## config.mk

```make
export PLATFORM = sky130hd
export DESIGN_NAME = multicycle_control_fsm
export DESIGN_NICKNAME = d
export VERILOG_FILES = /design/src/rtl/mc_ctrl_pkg.sv /design/src/rtl/mc_alu_dec.sv /design/src/rtl/multicycle_control_fsm.sv
export SDC_FILE = /design/constraint.sdc
export NUM_CORES = 1
export LEC_CHECK = 0
export CAP_MARGIN = 20
export CORE_MARGIN = 2
export CORE_UTILIZATION = 40
export CTS_CLUSTER_DIAMETER = 50
export CTS_CLUSTER_SIZE = 8
export DETAILED_ROUTE_END_ITERATION = 8
export DONT_BUFFER_PORTS = 1
export PLACE_DENSITY = 0.65
export SYNTH_ARGS = -nofsm -noshare
export SYNTH_HDL_FRONTEND = slang
export SYNTH_SLANG_ARGS = --single-unit
```

## constraint.sdc

```tcl
create_clock -name clk -period 1.5 [get_ports clk]
set_input_delay 0.15 -clock clk [delete_from_list [all_inputs] [get_ports clk]]
set_output_delay 0.15 -clock clk [all_outputs]
set_load 0.01 [all_outputs]
```

## src/rtl/mc_ctrl_pkg.sv

```systemverilog
// Shared definitions for the multi-cycle RISC-V control sequencer.
// Holds the state encodings, opcode constants, ALUOp codes, the datapath
// select encodings, and a helper that maps an opcode to its immediate type.
package mc_ctrl_pkg;

  typedef enum logic [3:0] {
    S_FETCH    = 4'd0,
    S_DECODE   = 4'd1,
    S_MEMADR   = 4'd2,
    S_MEMREAD  = 4'd3,
    S_MEMWB    = 4'd4,
    S_MEMWRITE = 4'd5,
    S_EXECR    = 4'd6,
    S_EXECI    = 4'd7,
    S_ALUWB    = 4'd8,
    S_BEQ      = 4'd9,
    S_JAL      = 4'd10,
    S_TRAP     = 4'd11
  } state_t;

  localparam logic [6:0] OP_LW  = 7'b0000011;
  localparam logic [6:0] OP_SW  = 7'b0100011;
  localparam logic [6:0] OP_R   = 7'b0110011;
  localparam logic [6:0] OP_I   = 7'b0010011;
  localparam logic [6:0] OP_BEQ = 7'b1100011;
  localparam logic [6:0] OP_JAL = 7'b1101111;

  typedef enum logic [1:0] {
    ALUOP_ADD   = 2'b00,
    ALUOP_SUB   = 2'b01,
    ALUOP_FUNCT = 2'b10
  } aluop_t;

  localparam logic [2:0] ALU_ADD = 3'b000;
  localparam logic [2:0] ALU_SUB = 3'b001;
  localparam logic [2:0] ALU_AND = 3'b010;
  localparam logic [2:0] ALU_OR  = 3'b011;
  localparam logic [2:0] ALU_SLT = 3'b101;

  localparam logic [2:0] IMM_I = 3'b000;
  localparam logic [2:0] IMM_S = 3'b001;
  localparam logic [2:0] IMM_B = 3'b010;
  localparam logic [2:0] IMM_J = 3'b011;

  localparam logic [1:0] RES_ALUOUT    = 2'b00;
  localparam logic [1:0] RES_DATA      = 2'b01;
  localparam logic [1:0] RES_ALURESULT = 2'b10;

  localparam logic [1:0] SRCA_PC    = 2'b00;
  localparam logic [1:0] SRCA_OLDPC = 2'b01;
  localparam logic [1:0] SRCA_REGA  = 2'b10;

  localparam logic [1:0] SRCB_REGB = 2'b00;
  localparam logic [1:0] SRCB_IMM  = 2'b01;
  localparam logic [1:0] SRCB_FOUR = 2'b10;

  // R-type has no immediate; it falls back to the I encoding.
  function automatic logic [2:0] imm_src_of(input logic [6:0] op);
    case (op)
      OP_SW:   imm_src_of = IMM_S;
      OP_BEQ:  imm_src_of = IMM_B;
      OP_JAL:  imm_src_of = IMM_J;
      default: imm_src_of = IMM_I;
    endcase
  endfunction

endpackage

```

## src/rtl/mc_alu_dec.sv

```systemverilog
// ALU control decoder.
// Ports:
//   i_alu_op      ALUOp from the sequencer (add / sub / funct)
//   i_funct3      instruction funct3
//   i_op5         opcode bit 5 (1 = R-type, 0 = I-type arithmetic)
//   i_funct7_5    instruction funct7 bit 5
//   o_alu_control ALUControl code driven to the ALU
module mc_alu_dec
  import mc_ctrl_pkg::*;
(
  input  aluop_t     i_alu_op,
  input  logic [2:0] i_funct3,
  input  logic       i_op5,
  input  logic       i_funct7_5,
  output logic [2:0] o_alu_control
);

  always_comb begin
    o_alu_control = ALU_ADD;
    case (i_alu_op)
      ALUOP_ADD: o_alu_control = ALU_ADD;
      ALUOP_SUB: o_alu_control = ALU_SUB;
      ALUOP_FUNCT: begin
        case (i_funct3)
          // addi reuses funct7 bits as immediate, so only R-type may subtract.
          3'b000:  o_alu_control = (i_op5 && i_funct7_5) ? ALU_SUB : ALU_ADD;
          3'b010:  o_alu_control = ALU_SLT;
          3'b110:  o_alu_control = ALU_OR;
          3'b111:  o_alu_control = ALU_AND;
          default: o_alu_control = ALU_ADD;
        endcase
      end
      default: o_alu_control = ALU_ADD;
    endcase
  end

endmodule

```

## src/rtl/multicycle_control_fsm.sv

```systemverilog
// Control sequencer for the multi-cycle RISC-V core. Walks each instruction
// through fetch/decode/execute/memory/writeback and drives every datapath
// select and write enable, waiting on MemReady for memory accesses.
// Ports:
//   clk, reset        clock; synchronous active-high reset to FETCH
//   op, funct3, funct7 instruction fields (only funct7[5] is used)
//   Zero              ALU zero flag, gates PCWrite in BEQ
//   MemReady          memory access completes this cycle
//   MemReq..RegWrite  datapath selects and enables
//   Trap              illegal instruction seen, sticky until reset
//   State             current state for debug
module multicycle_control_fsm
  import mc_ctrl_pkg::*;
#(
  parameter int TRAP_ON_ILLEGAL = 1,
  parameter int STATE_W         = 4
) (
  input  logic               clk,
  input  logic               reset,
  input  logic [6:0]         op,
  input  logic [2:0]         funct3,
  input  logic [6:0]         funct7,
  input  logic               Zero,
  input  logic               MemReady,
  output logic               MemReq,
  output logic               PCWrite,
  output logic               AdrSrc,
  output logic               MemWrite,
  output logic               IRWrite,
  output logic [1:0]         ResultSrc,
  output logic [1:0]         ALUSrcA,
  output logic [1:0]         ALUSrcB,
  output logic [2:0]         ALUControl,
  output logic [2:0]         ImmSrc,
  output logic               RegWrite,
  output logic               Trap,
  output logic [STATE_W-1:0] State
);

  state_t r_state;
  state_t w_next_state;
  aluop_t w_alu_op;
  logic   w_unused_funct7;

  assign w_unused_funct7 = &{1'b0, funct7[6], funct7[4:0]};

  mc_alu_dec u_alu_dec (
    .i_alu_op      (w_alu_op),
    .i_funct3      (funct3),
    .i_op5         (op[5]),
    .i_funct7_5    (funct7[5]),
    .o_alu_control (ALUControl)
  );

  always_ff @(posedge clk) begin
    if (reset) r_state <= S_FETCH;
    else       r_state <= w_next_state;
  end

  assign State = STATE_W'(r_state);

  always_comb begin
    w_next_state = r_state;
    w_alu_op     = ALUOP_ADD;
    MemReq       = 1'b0;
    PCWrite      = 1'b0;
    AdrSrc       = 1'b0;
    MemWrite     = 1'b0;
    IRWrite      = 1'b0;
    ResultSrc    = RES_ALUOUT;
    ALUSrcA      = SRCA_PC;
    ALUSrcB      = SRCB_REGB;
    ImmSrc       = IMM_I;
    RegWrite     = 1'b0;
    Trap         = 1'b0;

    case (r_state)
      S_FETCH: begin
        MemReq    = 1'b1;
        ALUSrcB   = SRCB_FOUR;
        ResultSrc = RES_ALURESULT;
        if (MemReady) begin
          IRWrite      = 1'b1;
          PCWrite      = 1'b1;
          w_next_state = S_DECODE;
        end
      end
      S_DECODE: begin
        // Precompute the branch target into ALUOut.
        ALUSrcA = SRCA_OLDPC;
        ALUSrcB = SRCB_IMM;
        ImmSrc  = imm_src_of(op);
        case (op)
          OP_LW, OP_SW: w_next_state = S_MEMADR;
          OP_R:         w_next_state = S_EXECR;
          OP_I:         w_next_state = S_EXECI;
          OP_BEQ:       w_next_state = S_BEQ;
          OP_JAL:       w_next_state = S_JAL;
          default:      w_next_state = (TRAP_ON_ILLEGAL != 0) ? S_TRAP : S_FETCH;
        endcase
      end
      S_MEMADR: begin
        ALUSrcA      = SRCA_REGA;
        ALUSrcB      = SRCB_IMM;
        w_next_state = op[5] ? S_MEMWRITE : S_MEMREAD;
      end
      S_MEMREAD: begin
        MemReq = 1'b1;
        AdrSrc = 1'b1;
        if (MemReady) w_next_state = S_MEMWB;
      end
      S_MEMWB: begin
        ResultSrc    = RES_DATA;
        RegWrite     = 1'b1;
        w_next_state = S_FETCH;
      end
      S_MEMWRITE: begin
        // Strobe stays asserted for the whole wait so slow memory sees it.
        MemReq   = 1'b1;
        AdrSrc   = 1'b1;
        MemWrite = 1'b1;
        if (MemReady) w_next_state = S_FETCH;
      end
      S_EXECR: begin
        ALUSrcA      = SRCA_REGA;
        ALUSrcB      = SRCB_REGB;
        w_alu_op     = ALUOP_FUNCT;
        w_next_state = S_ALUWB;
      end
      S_EXECI: begin
        ALUSrcA      = SRCA_REGA;
        ALUSrcB      = SRCB_IMM;
        w_alu_op     = ALUOP_FUNCT;
        w_next_state = S_ALUWB;
      end
      S_ALUWB: begin
        RegWrite     = 1'b1;
        w_next_state = S_FETCH;
      end
      S_BEQ: begin
        ALUSrcA      = SRCA_REGA;
        ALUSrcB      = SRCB_REGB;
        w_alu_op     = ALUOP_SUB;
        PCWrite      = Zero;
        w_next_state = S_FETCH;
      end
      S_JAL: begin
        // PC takes the target from ALUOut while the ALU forms OldPC+4 for rd.
        ALUSrcA      = SRCA_OLDPC;
        ALUSrcB      = SRCB_FOUR;
        PCWrite      = 1'b1;
        w_next_state = S_ALUWB;
      end
      S_TRAP: begin
        Trap         = 1'b1;
        w_next_state = S_TRAP;
      end
      default: w_next_state = S_FETCH;
    endcase

    // Abandon any in-flight instruction immediately, not at the next edge.
    if (reset) begin
      MemReq   = 1'b0;
      PCWrite  = 1'b0;
      MemWrite = 1'b0;
      IRWrite  = 1'b0;
      RegWrite = 1'b0;
    end
  end

endmodule

```

==> metrics.yaml, run 1 <==
wl_met1_um: 864
vias: 876
grt_pass1_wl_um: 3280
gp_congestion: 0.805
critPathLaunchType: "register"
wire_per_inst_um: 15.9
timing.hold.ws_ns: 0.0985
die_h_um: 45.9
end_kind: "output port"
layout_setup_ws_ns: -0.0386
via_per_inst: 6.13
port_buffers: 0
hold_class: "in -> reg"
routed_wl_um: 2270
syn_inst: 105
antenna_found_initial: 0
syn_area_per_cell_um2: 6.70
grt_overflow_total: 0
fin_skew_ns: 0.000870
worstPathArrival_ns: 1.39
nets: 151
cap_violations: 0
rsz0062_at_grt: "yes"
rr_startpoint: "State[3]"
cp_cell_sequence: "buf_6, buf_8, nand2b_4, o31ai_2, buf_4"
areaGrowthSynthToFinish_pct: 61.6
outcome: "complete, but fails checks"
setup_violations: 4
clk_path_buf_depth: 2
final_common_cell: "buf_4"
required_ns: 1.35
io_pins: 44
finalPower_w: 0.00124
drv_slew: 0
cp.depth: 5
utilization_pct: 67.3
cts-buffers-inserted: 3
fin_crit_ns: 1.54
num_rows: 15
holdCritStartpoint: "MemReady"
crit_slowest_cell: "dfxtp_4"
crit_family: "buffers and inverters"
final_cell_mix: "22 x buf_4, 9 x nor2_1, 8 x a21oi_1"
syn_area_um2: 703
synth_top_area_share_pct: 11.4
grt_start_max_net_pins: 10
htreeDepth: 1
wl_met3_um: 148
clock-root-buffer: "clkbuf_4"
fin_setup_tns_ns: -0.104
detail-route-antenna-nets: 0
grt_usage_pct: 22.0
dieArea_mm2: 0.00211
die_w_um: 45.9
route.detailed.drc: 0
grt_pass1_vias: 797
synth_top_area_cell: "dfxtp_1"
powerDensity_mw_per_mm2: 1090
detail_route.first_pass.iterations: 4
period_share_pct: 103
violations: "negative setup slack"
ys_ff_latch: 4
antenna_cells: 0
max_freq_mhz: 650
cts_sinks: 4
drtIter0Drc: 15
tritoncts: "built"
largest_reg_flops: 4
top_layer: "met4"
synth_nets: 128
rr_worst_depth: 4
peakVddDrop_v: 0.000415
crit_type: "reg -> out"
fp.coreArea_mm2: 0.00169
startpoint: "State[2]"
min_path_cells: 2
ys_warn_count: 0
crit_path_max_incr_delay_ns: 0.36
cp_max_fo: 6
synth-seq-area-share_pct: 11.4
wl_met2_um: 1210
cp_num_buf_inv: 3
hpwl_um: 1500
yosysUniqueCellTypes: 40
clk_latency_ns: 0.24
clk_pin_slew_worst_paths_ns: 0.04
drive_gt1_share_pct: 54.0
place_ws_ns: 0.0399
start_util_pct: 41.6
finalHoldViolCount: 0
ys_top_cells_by_area: "dfxtp_1 11%, nor3_1 6.4%, nor2_1 6.4%"
leakage_nw: 0.447
-- synthesized netlist by cell type, drive strengths merged --
cell,instances
a31o,1
nand2,7
nand3b,1
or4,2
inv,6
nor2,12
nand4bb,1
nand4b,1
dfxtp,4
nor2b,3
or2b,1
nor4b,1
nor4,1
nand3,3
a21boi,1
a221oi,1
buf,8
conb,1
o211ai,1
or3,3
xor2,1
or2,1
o211a,1
a211oi,3
a31oi,2
nand2b,5
clkbuf,1
xnor2,3
nor3,9
a311oi,1
o21ai,6
or3b,1
a21oi,8
o31ai,2
ha,2
-- power by group --
group	internal, W	switching, W	leakage (nW)
clock network	0.0000897	0.0000473	0.0138
registers	0.000141	0.0000483	0.0353
logic	0.000436	0.000480	0.398
-- cell type report --
cell class	count	area, um2
multi-input cells	86	753
fillers	137	553
repair buffers	27	224
flip-flops and latches	4	92.6
clock buffers	3	22.5
inverters	6	22.5
well taps	17	21.3
-- worst paths after layout --
| check | end | slack, ns |
|---|---|---|
| max reg2reg | State[2] | 0.02 |
| min | State[0] | 0.1 |
| max | PCWrite | -0.04 |
| min reg2reg | State[3] | 0.68 |
-- cells by family after synthesis --
family	Yosys count	synth area share, %
AND/OR/NAND/NOR	52	43.1
AO/OA/AOI/OAI	27	26.0
buffers and inverters	15	10.5
XOR/XNOR	4	4.98
flip-flops	4	11.4
adder cells (fa/ha/maj)	2	3.56
other	1	0.533
-- stage by stage --
step,instance area [um2],cells
2_1_floorplan,776,105
3_3_place_gp,856,131
3_5_place_dp,856,131
4_1_cts,1050,142
5_1_grt,1140,143
6_report,1140,143
-- repair_timing --
| action | CTS | global route |
|---|---|---|
| buffers inserted | 7 | 1 |
| pin swaps | 7 | 8 |
| endpoints found under the hold margin | 3 | 0 |
| endpoints found under the setup margin | 9 | 13 |
| hold buffers | 1 | 0 |
| resized for setup | 26 | 17 |
| cloned | 0 | 0 |
-- per-layer routing --
layer | GRT usage (%) | vias to the layer above
met5 | 0 | -
met2 | 39.7 | 40
met3 | 1.98 | 4
met1 | 24.4 | 414
met4 | 13.1 | 0
li1 | - | 418
Note: power is estimated with default switching activity, not from simulation.
==> run 2, diff against run 1 <==
Settings changed: CORE_UTILIZATION 40 to 33, DONT_BUFFER_PORTS 1 to unset, PLACE_DENSITY 0.65 to 0.85.
==> run 2 against run 1 <==
Power grew 31%. Hold slack gained 0.45 ns. Via count grew 22%. Register-to-register slack lost 0.07 ns. The flow still finishes with violations (negative setup slack). Count of clock-buffer cells in the layout is the same.
==> metrics.yaml, run 2 (synthesis gave the netlist of run 1 again) <==
port_buffers: 36
worstPathArrival_ns: 1.46
num_rows: 16
leakage_nw: 0.708
min_path_cells: 5
violations: "negative setup slack"
max_freq_mhz: 623
rr_startpoint: "State[0]"
wl_met3_um: 147
largest_reg_flops: 4
hold_class: "in -> reg"
fin_crit_ns: 1.61
antenna_cells: 0
tritoncts: "built"
powerDensity_mw_per_mm2: 1060
routed_wl_um: 3010
crit-reg2reg-capture: "State[0]"
hold_buffers: 0
fp.coreArea_mm2: 0.00198
vias: 1069
gp_congestion: 0.821
hpwl_um: 1910
reg2reg_slack_ns: -0.05
detail-route-antenna-nets: 0
cts_sinks: 4
cap_violations: 0
finalPower_w: 0.00163
grt_pass1_vias: 1010
grt_pass1_wl_um: 4320
route.detailed.drc: 0
drv_slew: 0
start_util_pct: 35.5
wl_met1_um: 1140
dpl-instance-area_mm2: 0.00133
layout_setup_ws_ns: -0.106
die_h_um: 50.2
grt_usage_pct: 22.2
final_cell_mix: "30 x buf_4, 12 x clkdlybuf4s50_1, 11 x buf_2"
areaGrowthSynthToFinish_pct: 120
cts-buffers-inserted: 3
antenna_found_initial: 0
rsz0062_at_grt: "yes"
setup_violations: 13
htreeDepth: 1
grt_overflow_total: 0
die_w_um: 50.2
wl_met2_um: 1680
period_share_pct: 107
fin_skew_ns: 0.00823
drtIter0Drc: 20
final_common_cell: "buf_4"
place_ws_ns: -0.386
clk_latency_ns: 0.25
nets: 195
drive_gt1_share_pct: 58.8
wire_per_inst_um: 15.3
via_per_inst: 5.43
cp_max_fo: 7
top_layer: "met4"
min_to: "State[1]"
clk_pin_slew_worst_paths_ns: 0.05
dieArea_mm2: 0.00252
critPathLaunchType: "register"
rr_worst_depth: 5
io_pins: 44
required_ns: 1.35
grt_start_max_net_pins: 15
detail_route.first_pass.iterations: 4
clock-root-buffer: "clkbuf_4"
holdCritStartpoint: "op[3]"
clk_path_buf_depth: 2
finalInstanceArea_mm2: 0.00154
outcome: "complete, but fails checks"
peakVddDrop_v: 0.000569
end_kind: "output port"
finalHoldViolCount: 0
crit_type: "reg -> out"
==> run 2: metal layers <==
| metal | vias up | track usage [%] |
|---|---|---|
| li1 | 505 | - |
| met1 | 510 | 24.7 |
| met2 | 48 | 41.4 |
| met3 | 6 | 2.08 |
| met4 | 0 | 10.6 |
| met5 | - | 0 |
==> run 2: worst max path at each step <==
stage	from	endpoint	depth (start not counted)	slack [ns]
after floorplan	State[1]	ALUControl[2]	7	0.009
after global placement	op[3]	ImmSrc[0]	4	-0.39
after detailed placement	op[3]	ImmSrc[0]	4	-0.39
after CTS	State[2]	ALUControl[0]	7	-0.19
after global routing	State[3]	ALUControl[1]	6	-0.16
final	State[1]	ALUControl[1]	6	-0.11
==> run 2: report_power, final <==
group | internal (W) | leakage [nW] | switching, W | total, W
sequential | 0.000140 | 0.0353 | 0.0000525 | 0.000193
clock | 0.0000905 | 0.0138 | 0.0000580 | 0.000149
combinational | 0.000651 | 0.659 | 0.000639 | 0.00129
==> run 2: through the flow <==
stage	TNS, ns	hold WS (ns)	cells	util, %
final	-0.715	0.544	197	77.9
after global routing	-1.69	0.585	197	77.9
after CTS	-0.578	0.520	194	72.7
after detailed placement	-4.01	0.538	190	66.9
after global placement	-3.48	0.536	190	66.9
after floorplan	0	0.323	105	-
==> run 2: what timing repair did <==
item	CTS	global route
resized for setup	91	33
cloned	0	1
pin swaps	10	6
setup buffers	1	2
setup endpoints to repair	24	23
==> run 2: final cells by class <==
type                    count  area, um2
clock buffers               3       22.5
flip-flops and latches      4       92.6
inverters                   6       22.5
fillers                   139        438
multi-input cells          86        768
repair buffers             71        604
well taps                  27       33.8
==> run 2: critical path, stage by stage (launching register included) <==
cell and delay [ns]:
dfxtp_4 0.38, nor2b_4 0.16, nand2_4 0.08, inv_2 0.06, ha_4 0.20, nor3_4 0.17
buf_2 0.15
==> run 3, diff against run 2 <==
Settings changed: CORE_UTILIZATION 33 to 30, PLACE_DENSITY 0.85 to 0.79, RECOVER_POWER set to 100.
==> run 3 against run 2 <==
The flow still finishes with violations (negative setup slack). Final cell count is 4.1% higher. Clock power up 3%. Routed wire length rose by 4.6%. Hold slack worse by 0.12 ns. Sequential cell count unchanged. Count of clock-buffer cells in the layout is the same. Core utilization decreased by 3.5 points. Register-to-register slack worse by 0.12 ns. First-iteration DRC count shrank 5.0%. Maximum frequency decreased by 6.0%. Via count is 3.2% higher. Combinational power increased by 5%. Largest cell class unchanged. Largest power group unchanged. Highest routed layer unchanged.
==> metrics.yaml, run 3 (synthesis gave the netlist of run 1 again) <==
crit-reg2reg-capture: "State[2]"
max_freq_mhz: 585
largest_reg_flops: 4
antenna_found_initial: 0
powerDensity_mw_per_mm2: 1040
die_h_um: 52.4
fin_setup_tns_ns: -1.43
required_ns: 1.35
rr_worst_depth: 6
setup_violations: 16
grt_pass1_wl_um: 4490
min_to: "State[3]"
gp_congestion: 0.884
via_per_inst: 5.38
hold_class: "in -> reg"
io_pins: 44
fin_skew_ns: 0.00729
nets: 202
place_ws_ns: -0.390
peakVddDrop_v: 0.000710
reg2reg_slack_ns: -0.17
wire_per_inst_um: 15.3
vias: 1103
critPathLaunchType: "register"
tritoncts: "built"
cp_max_fo: 5
clock-root-buffer: "clkbuf_4"
cap_violations: 0
rsz0062_at_grt: "yes"
layout_setup_ws_ns: -0.208
crit_path_max_incr_delay_ns: 0.36
areaGrowthSynthToFinish_pct: 134
cts-buffers-inserted: 3
period_share_pct: 114
outcome: "complete, but fails checks"
end_kind: "output port"
num_rows: 17
cts_sinks: 4
drtIter0Drc: 19
dpl-instance-area_mm2: 0.00133
drv_slew: 0
holdCritStartpoint: "op[6]"
die_w_um: 52.4
detail_route.first_pass.iterations: 5
final_common_cell: "buf_4"
hpwl_um: 1920
stdcell_count: 205
clk_pin_slew_worst_paths_ns: 0.05
final_cell_mix: "33 x buf_4, 17 x buf_2, 11 x clkdlybuf4s50_1"
leakage_nw: 0.768
crit_slowest_cell: "dfxtp_4"
rr_startpoint: "State[2]"
dieArea_mm2: 0.00275
hold_buffers: 0
worstPathArrival_ns: 1.56
fp.coreArea_mm2: 0.00221
violations: "negative setup slack"
dpl.cell_count: 191
routed_wl_um: 3150
grt_pass1_vias: 1071
finalHoldViolCount: 0
crit_type: "reg -> out"
htreeDepth: 1
cp_num_buf_inv: 2
detail-route-antenna-nets: 0
start_util_pct: 31.8
grt_usage_pct: 22.2
grt_overflow_total: 0
clk_latency_ns: 0.25
port_buffers: 36
grt_start_max_net_pins: 15
route.detailed.drc: 0
finalInstanceArea_mm2: 0.00165
finalPower_w: 0.00171
drive_gt1_share_pct: 62.7
cp_cell_sequence: "buf_4, or2b_1, or2_4, a211oi_2, buf_2"
fin_crit_ns: 1.71
antenna_cells: 0
min_path_cells: 4
clk_path_buf_depth: 2
crit_family: "simple AND/OR/NAND/NOR gates"
run 3: worst max-delay path by stage:
stage / from / endpoint / cells after the start
finish: State[2] / MemReq / 5
global route: State[2] / MemReq / 6
CTS: State[0] / ALUControl[1] / 6
detailed placement: op[3] / ImmSrc[0] / 4
global placement: op[3] / ImmSrc[0] / 4
floorplan: State[1] / ALUControl[2] / 7
run 3: tightest hold or removal path: stages:
cell and delay [ns]:
dlymetal6s2s_1 0.10, buf_4 0.14, o21ai_0 0.09, a21oi_1 0.15
run 3: through the flow:
step | utilization, % | hold WS [ns]
after global routing | 74.4 | 0.501
final | 74.4 | 0.426
after global placement | 60.0 | 0.640
after floorplan | - | 0.323
after CTS | 65.6 | 0.666
after detailed placement | 60.0 | 0.662
run 3: area by class of cell:
type                       count  area, um2
clock buffer                   3       22.5
sequential                     4       95.1
tap                           28       35.0
multi-input combinational     86        822
timing repair buffer          78        649
fill                         156        566
inverter                       6       22.5
run 3: where the power goes:
part / switching, W / leakage [nW] / internal, W
clock: 0.0000619 / 0.0138 / 0.0000907
combinational: 0.000669 / 0.719 / 0.000693
sequential: 0.0000487 / 0.0356 / 0.000143
total: 0.000780 / 0.768 / 0.000927
run 3: repair_timing:
item / 4_1_cts / 5_1_grt
endpoints found under the setup margin: 24 / 23
resized for setup: 89 / 56
hold endpoints to repair: 0 / 0
setup buffers: 7 / 4
pin swaps: 11 / 19
run 3: layer usage:
layer,share of wire [%],vias up,GRT usage [%]
met4,3.9,0,6.41
met5,0,-,0
met3,7.0,16,5.14
met2,53,59,42.1
met1,36,512,23.9
li1,-,516,-
